===== config.mk =====
export PLATFORM = sky130hd
export DESIGN_NAME = pwm_ramp_sequencer
export DESIGN_NICKNAME = d
export VERILOG_FILES = /design/src/rtl/pwm_ramp_sequencer.sv
export SDC_FILE = /design/constraint.sdc
export NUM_CORES = 1
export LEC_CHECK = 0
export CORE_MARGIN = 2
export CORE_UTILIZATION = 59
export CTS_CLUSTER_SIZE = 30
export DETAILED_ROUTE_END_ITERATION = 6
export GPL_TIMING_DRIVEN = 0
export PLACE_DENSITY = 0.92
export SLEW_MARGIN = 30
export SYNTH_ARGS = -nofsm -noshare
export SYNTH_HDL_FRONTEND = slang
export SYNTH_SLANG_ARGS = --single-unit

===== constraint.sdc =====
create_clock -name i_clk -period 5.8 [get_ports i_clk]
set_input_delay 0.58 -clock i_clk [delete_from_list [all_inputs] [get_ports i_clk]]
set_output_delay 0.58 -clock i_clk [all_outputs]
set_load 0.01 [all_outputs]

===== src/rtl/pwm_ramp_sequencer.sv =====
// Ramps the PWM duty from its present value toward a commanded target in fixed steps,
// updating only on PWM period boundaries and holding each step for a set number of periods.
module pwm_ramp_sequencer #(
  parameter int unsigned R         = 8,
  parameter int unsigned HOLD_BITS = 8
) (
  input  logic                 i_clk,
  input  logic                 i_reset,
  input  logic                 i_start,
  input  logic [R:0]           i_target_duty,
  input  logic [R-1:0]         i_step_size,
  input  logic [HOLD_BITS-1:0] i_hold_periods,
  input  logic                 i_abort,
  input  logic                 i_period_tick,
  output logic [R:0]           o_duty,
  output logic                 o_cmd_ready,
  output logic                 o_busy,
  output logic                 o_done
);

  localparam int unsigned DW      = R + 1;
  localparam int unsigned SW      = R;
  localparam int unsigned HW      = HOLD_BITS;
  localparam int unsigned AW      = R + 2;
  localparam int unsigned FULL_ON = 1 << R;

  typedef enum logic [1:0] {
    S_IDLE   = 2'd0,
    S_RAMP   = 2'd1,
    S_FINISH = 2'd2
  } state_t;

  state_t          r_state;
  logic [DW-1:0]   r_duty;
  logic            r_busy;
  logic            r_cmd_ready;
  logic            r_done;
  logic [DW-1:0]   r_target;
  logic [SW-1:0]   r_step;
  logic [HW-1:0]   r_hold;
  logic [HW-1:0]   r_hold_cnt;

  logic [DW-1:0]   w_target_clamped;
  logic [SW-1:0]   w_step_eff;
  logic [HW-1:0]   w_hold_eff;
  logic [AW-1:0]   w_up_sum;
  logic [DW-1:0]   w_up_next;
  logic [DW-1:0]   w_dn_next;
  logic            w_ramp_up;
  logic [DW-1:0]   w_next_duty;

  // Command normalisation at accept: clamp target to full-on, zero step/hold act as one.
  always_comb begin
    w_target_clamped = (i_target_duty > DW'(FULL_ON)) ? DW'(FULL_ON) : i_target_duty;
    w_step_eff       = (i_step_size == '0) ? SW'(1) : i_step_size;
    w_hold_eff       = (i_hold_periods == '0) ? HW'(1) : i_hold_periods;
  end

  // Next step value, saturating at the target; AW-bit math cannot wrap past 0 or full-on.
  always_comb begin
    w_ramp_up   = (r_target > r_duty);
    w_up_sum    = AW'(r_duty) + AW'(r_step);
    w_up_next   = (w_up_sum >= AW'(r_target)) ? r_target : DW'(w_up_sum);
    w_dn_next   = (AW'(r_duty) >= (AW'(r_target) + AW'(r_step)))
                  ? DW'(AW'(r_duty) - AW'(r_step)) : r_target;
    w_next_duty = w_ramp_up ? w_up_next : w_dn_next;
  end

  always_ff @(posedge i_clk) begin
    if (i_reset) begin
      r_state     <= S_IDLE;
      r_duty      <= '0;
      r_busy      <= 1'b0;
      r_cmd_ready <= 1'b1;
      r_done      <= 1'b0;
      r_target    <= '0;
      r_step      <= '0;
      r_hold      <= '0;
      r_hold_cnt  <= '0;
    end else begin
      r_done <= 1'b0;
      case (r_state)
        S_IDLE: begin
          // Abort on the same edge as start suppresses the command.
          if (i_start && !i_abort) begin
            r_target    <= w_target_clamped;
            r_step      <= w_step_eff;
            r_hold      <= w_hold_eff;
            r_hold_cnt  <= w_hold_eff;
            r_busy      <= 1'b1;
            r_cmd_ready <= 1'b0;
            r_state     <= (w_target_clamped == r_duty) ? S_FINISH : S_RAMP;
          end
        end

        S_RAMP: begin
          if (i_abort) begin
            r_busy      <= 1'b0;
            r_cmd_ready <= 1'b1;
            r_state     <= S_IDLE;
          end else if (i_period_tick) begin
            if (r_hold_cnt <= HW'(1)) begin
              r_duty     <= w_next_duty;
              r_hold_cnt <= r_hold;
              if (w_next_duty == r_target) begin
                r_state <= S_FINISH;
              end
            end else begin
              r_hold_cnt <= r_hold_cnt - HW'(1);
            end
          end
        end

        S_FINISH: begin
          r_done      <= !i_abort;
          r_busy      <= 1'b0;
          r_cmd_ready <= 1'b1;
          r_state     <= S_IDLE;
        end

        default: begin
          r_busy      <= 1'b0;
          r_cmd_ready <= 1'b1;
          r_state     <= S_IDLE;
        end
      endcase
    end
  end

  assign o_duty      = r_duty;
  assign o_busy      = r_busy;
  assign o_cmd_ready = r_cmd_ready;
  assign o_done      = r_done;

endmodule


* After elaboration in Yosys (flattened, before gate mapping)
Cells that the tools add are included.
** Cells by class
- Add/sub/neg operators :: 4
- Multiply operators :: 0
- Div/mod/pow operators :: 0
- Order comparisons :: 5
- Equal/unequal tests :: 11
- Shift operators :: 0
- Multiplexer cells :: 24
- Bitwise operators :: 2
- Reduce and logical (&&, ||, !) cells :: 12
** Operators with widths (number)
- $mux W8 :: 6
- $mux W9 :: 4
- $add A9 B8 Y10 :: 2
- $eq A9 B9 Y1 :: 2
- $logic_not A8 Y1 :: 2
- $pmux W8 S2 :: 1
- $mux W2 :: 6
- $reduce_and A4 Y1 :: 3
- $ge A10 B9 Y1 :: 1
- $ge A9 B10 Y1 :: 1
- $gt A9 B9 Y1 :: 1
- $gt A9 B9 Y1 const B :: 1
- $ne A3 B3 Y1 const B :: 3
- $sub A9 B8 Y9 :: 1
- $le A8 B1 Y1 const B :: 1
- $ne A2 B2 Y1 const B :: 4
- $sub A8 B1 Y8 const B :: 1
- $mux W1 :: 4
- $pmux W1 S2 :: 2
- $pmux W2 S2 :: 1
- $reduce_and A2 Y1 :: 2
- $eq A2 B1 Y1 const B :: 1
- $eq A2 B2 Y1 const B :: 1
- $logic_not A2 Y1 :: 1
- 5 further kinds :: 6
** Storage, ports and cells
- Flip-flop bits (word level) :: 47
- Latch bits :: 0
- RAM bits :: 0
- Bits in read-only memories :: 0
- Bits of input ports :: 30
- Output and inout bits :: 12
- Logic and storage cells :: 67
- Memories kept :: 0

* Logic depth before layout (Yosys ltp)
- Depth in word-level cells :: 10
- Mapped depth :: 22
- Depth with buffers taken out :: 20

* Worst setup path before layout
No wires, ideal clock.
- Kind :: register to register
- Start :: reg r_duty[1] (netlist: o_duty[1])
- End :: reg r_state[1]
- Library setup time :: 0.058 ns
- Arrival time :: 4.296 ns
- Required time :: 5.742 ns
- Setup slack :: 1.446 ns
- Cell stages (with the launch flop) :: 19
- Path buffers :: 1
- Clock period less this slack :: 4.354 ns
- Cells stage by stage :: dfxtp_1 ha_1 nand2b_1 a2111oi_0 a2111o_1 o22ai_1 xnor2_1 ha_1 a21o_1 a21oi_1 o31ai_1 a211o_1 or3_1 buf_2 nand3_1 a31oi_1 or4_4 a211oi_1 o21a_1
** On the way
- Cells in the longest elaborated chain, start to end :: 7
- Elaborated cells between the ends (all ways) :: 15
- Those cells by class :: add/sub (2); order compare (3); eq/ne (3); mux (6); reduce/logical (1)
** RTL lines
- start: declaration :: RTL line 34 : logic [DW-1:0] r_duty;
- start signal: assignment :: RTL line 103 : r_duty <= w_next_duty;
- $add A9 B8 Y10 :: RTL line 62 : w_up_sum = AW'(r_duty) + AW'(r_step);
- $ge A10 B9 Y1 :: RTL line 63 : w_up_next = (w_up_sum >= AW'(r_target)) ? r_target : DW'(w_up_sum);
- $mux W9 :: RTL line 63
- $mux W9 :: RTL line 66 : w_next_duty = w_ramp_up ? w_up_next : w_dn_next;
- $eq A9 B9 Y1 :: RTL line 105 : if (w_next_duty == r_target) begin
- $ne A3 B3 Y1 (no line)
- $reduce_and A4 Y1 (no line)
- end signal: assignment :: RTL line 92 : r_state <= (w_target_clamped == r_duty) ? S_FINISH : S_RAMP;
- end: declaration :: RTL line 33 : state_t r_state;
Several ways; a longest one is shown, not always the timed one. The select of a mux whose other input is x is not followed.
A chain may end at the register's enable or synchronous reset.

* Worst setup path in the final report
- Start :: reg r_step[1]
- End :: reg r_state[1]
** On the way
- Cells in the longest elaborated chain, start to end :: 7
- Elaborated cells between the ends (all ways) :: 11
- Those cells by class :: add/sub (3); order compare (2); eq/ne (2); mux (3); reduce/logical (1)
** RTL lines
- start: declaration :: RTL line 39 : logic [SW-1:0] r_step;
- start signal: assignment :: RTL line 87 : r_step <= w_step_eff;
- $add A9 B8 Y10 (on tied branches) :: RTL line 64, 62
- $ge A9 B10 Y1 or $ge A10 B9 Y1 (tied branches) :: RTL line 64, 63
- $mux W9 (on tied branches) :: RTL line 65, 63
- $mux W9 (*) :: RTL line 66
- $eq A9 B9 Y1 (*) :: RTL line 105
- $ne A3 B3 Y1 (no line) (*)
- $reduce_and A4 Y1 (no line) (*)
Mark *: on every way between the ends. The rest lies on a longest branch, timed or not.

==> results.yml <==
detailed_routing:
  wl_per_cell_um: 17.6
  drc: 0
  viasPerCell: 6.37
  totalWireLength_mm: 12.9
  firstDrtPassIters: 5
  antenna_left: 0
  vias: 4690
  drtIter0Drc: 476
finish:
  antenna_cells: 0
  multi_input_area_um2: 3180
  area.growth.synth_to_final_pct: 14.1
  utilization: 0.693
  seqCellArea_um2: 941
  mostFrequentLayoutCells: "a21oi_1, nand2_1, nor2_1"
  final_common_cell: "a21oi_1"
  fin_area_um2: 5030
  fill_cells: 569
  layout.nets: 722
  drive_gt1_frac: 0.0471
  fin_cells: 736
sta:
  relSlewSlack: 0.449
  min_period_over_period: 0.870
  timing.final.max_slew_violations: 0
  tns_ns: 0
  max_freq_mhz: 198
  skew_ns: 0.0133
  period_minus_slack_ns: 5.05
  hold_violations: 0
  setup_viol: 0
  worst_slew_pin_slew_ns: 0.822
  whs_ns: 0.470
  rsz0062_at_grt: "no"
clock_tree:
  cts_tree: "built"
  postCtsSetupBuffers: 0
  cts-htree-levels: 2
  hold_buffers: 0
  cts_root_buf: "clkbuf_8"
  cts.repair.resized: 0
  path_clk_slew_ns: 0.10
  clk_latency_ns: 0.31
  numCtsBuffers: 5
  cts_buffer_depth: 2
  cts.sinks: 47
pwr:
  p_leak_uw: 0.00202
  p_per_area_nw_per_um2: 182
  ir_worst_vdd_uv: 183
floorplanning:
  start_util: 0.607
  die-area_um2: 8170
  die_h_um: 90.4
  boundaryPins: 42
  rows: 31
  die_w_um: 90.4
  coreArea_um2: 7250
synth:
  netlist_instances: 590
  syn_area_um2: 4410
  synth_seq_area_share: 0.214
  synth-main-ff-cell: "dfxtp_1"
  synth_fp_nets: 676
  yosysWarnings: 0
  postSynthAreaPerCell_um2: 7.47
  synthDistinctLibCells: 61
  synth_edf_count: 0
  synth-seq-cells: 47
  async_reset_ff_frac: 0
hold_path:
  min_path_type: "register to register"
run:
  maxCapViolations: 0
setup_path:
  critical-path-top-delay-family: "compound AO/OA/AOI/OAI gates"
  cpMostUsedCell: "ha_1"
  slowest_stage: "or4_4"
  critPathMaxFanout: 10
  crit_required_ns: 6.07
  critPathArrivalTime_ns: 5.31
  crit_type: "register to register"
  startpoint_type: "register"
  crit_chain: "inv_1 -> ha_1 -> nand2b_1 -> a2111oi_0 -> a2111o_1 -> o22ai_1 -> xnor2_1 -> ha_1 -> a21o_1 -> a21oi_1 -> o31ai_1 -> a211o_1 -> or3_1 -> buf_2 -> nand3_1 -> a31oi_1 -> or4_4 -> a211oi_1 -> o21a_1"
  critPathCaptureType: "register"
  path_buf_inv: 2
  slowest_delay_ns: 0.56
grt:
  grt_pass1_vias: 4499
  grt_pass1_wl_mm: 21.1
  grt_usage: 0.313
  antenna_found_initial: 0
  gr-total-overflow: 0
  grt_max_degree: 16
place:
  dpl-instance-area_um2: 4920
  io_buffers: 39
  hpwl_mm: 10.0
  place_congestion: 0.986
  dpl.cell_count: 728
status:
  outcome: "completed"
[worst min-delay path, delay by kind of cell, from the launching register on]
family	cells	cell delay, ns
flops	1	0.33
simple gates	1	0.05
compound gates	1	0.05
[cell families (layout without fill, tap and decap cells)]
group / after synthesis / after routing / synth area share
multiplexers: 4 / 4 / 0.00909
AO/OA/AOI/OAI: 173 / 173 / 0.253
AND/OR/NAND/NOR: 197 / 197 / 0.213
flip-flops: 47 / 47 / 0.214
adder cells (fa/ha/maj): 56 / 56 / 0.164
XOR/XNOR: 40 / 40 / 0.0795
buffers and inverters: 73 / 120 / 0.0676
[synthesized netlist by cell type, types with 7 or more instances]
master | n | area (µm²)
nor2_1 | 54 | 203
nor3_1 | 15 | 75.1
nand3_1 | 17 | 85.1
o211ai_1 | 7 | 52.6
dfxtp_1 | 47 | 941
nor2b_1 | 11 | 68.8
o22ai_1 | 7 | 43.8
clkbuf_1 | 18 | 67.6
ha_1 | 53 | 663
xor2_1 | 12 | 105
xnor2_1 | 28 | 245
inv_1 | 44 | 165
a21o_1 | 10 | 75.1
a211oi_1 | 28 | 210
nand2_1 | 60 | 225
nor4_1 | 7 | 43.8
o21ai_0 | 15 | 75.1
nand2b_1 | 7 | 43.8
a21oi_1 | 69 | 345
[through the flow]
| stage | total power [µW] | worst slack, ns |
|---|---|---|
| 2_1_floorplan | 593 | 1.45 |
| 3_3_place_gp | 674 | 0.903 |
| 3_5_place_dp | 688 | 0.817 |
| 4_1_cts | 900 | 0.799 |
| 5_1_grt | 956 | 0.532 |
| 6_report | 914 | 0.753 |
[power by group]
part	total, µW	internal [µW]	switching (µW)
registers	357	337	20.1
logic	340	140	200
clock network	217	97.7	119
[registers in the layout, summed over array words and instances (netlist names)]
signal	count
r_hold	8
r_step	8
o_busy	1
o_cmd_ready	1
o_duty	9
r_hold_cnt	8
o_done	1
r_state	2
r_target	9
[routing by layer]
layer / vias to the layer above / global-route usage / wire length (µm) / part of all wire
met5: - / 0 / 0 / 0
met4: 0 / 0.146 / 433 / 0.034
met3: 47 / 0.0501 / 1200 / 0.093
met2: 265 / 0.539 / 6250 / 0.48
met1: 2179 / 0.382 / 5040 / 0.39
li1: 2199 / - / - / -
[cell type report]
class                           count  share of cell area
Clock inverter                      2             0.00274
Multi-Input combinational cell    470               0.632
Tap cell                           99              0.0246
Timing Repair Buffer               39              0.0777
Sequential cell                    47               0.187
Buffer                             27              0.0239
Clock buffer                        6              0.0164
Inverter                           46              0.0353
[final timing paths]
| check | to | depth (start not counted) | startpoint | slack [ns] |
|---|---|---|---|---|
| worst max register to register | r_state[1] | 19 | r_step[1] | 0.75 |
| worst max-delay path | r_state[1] | 19 | r_step[1] | 0.75 |
| worst min-delay path | r_hold[4] | 2 | r_hold[4] | 0.47 |
| worst min register to register | r_hold[4] | 2 | r_hold[4] | 0.47 |
Power figures use the tool's default switching activity.
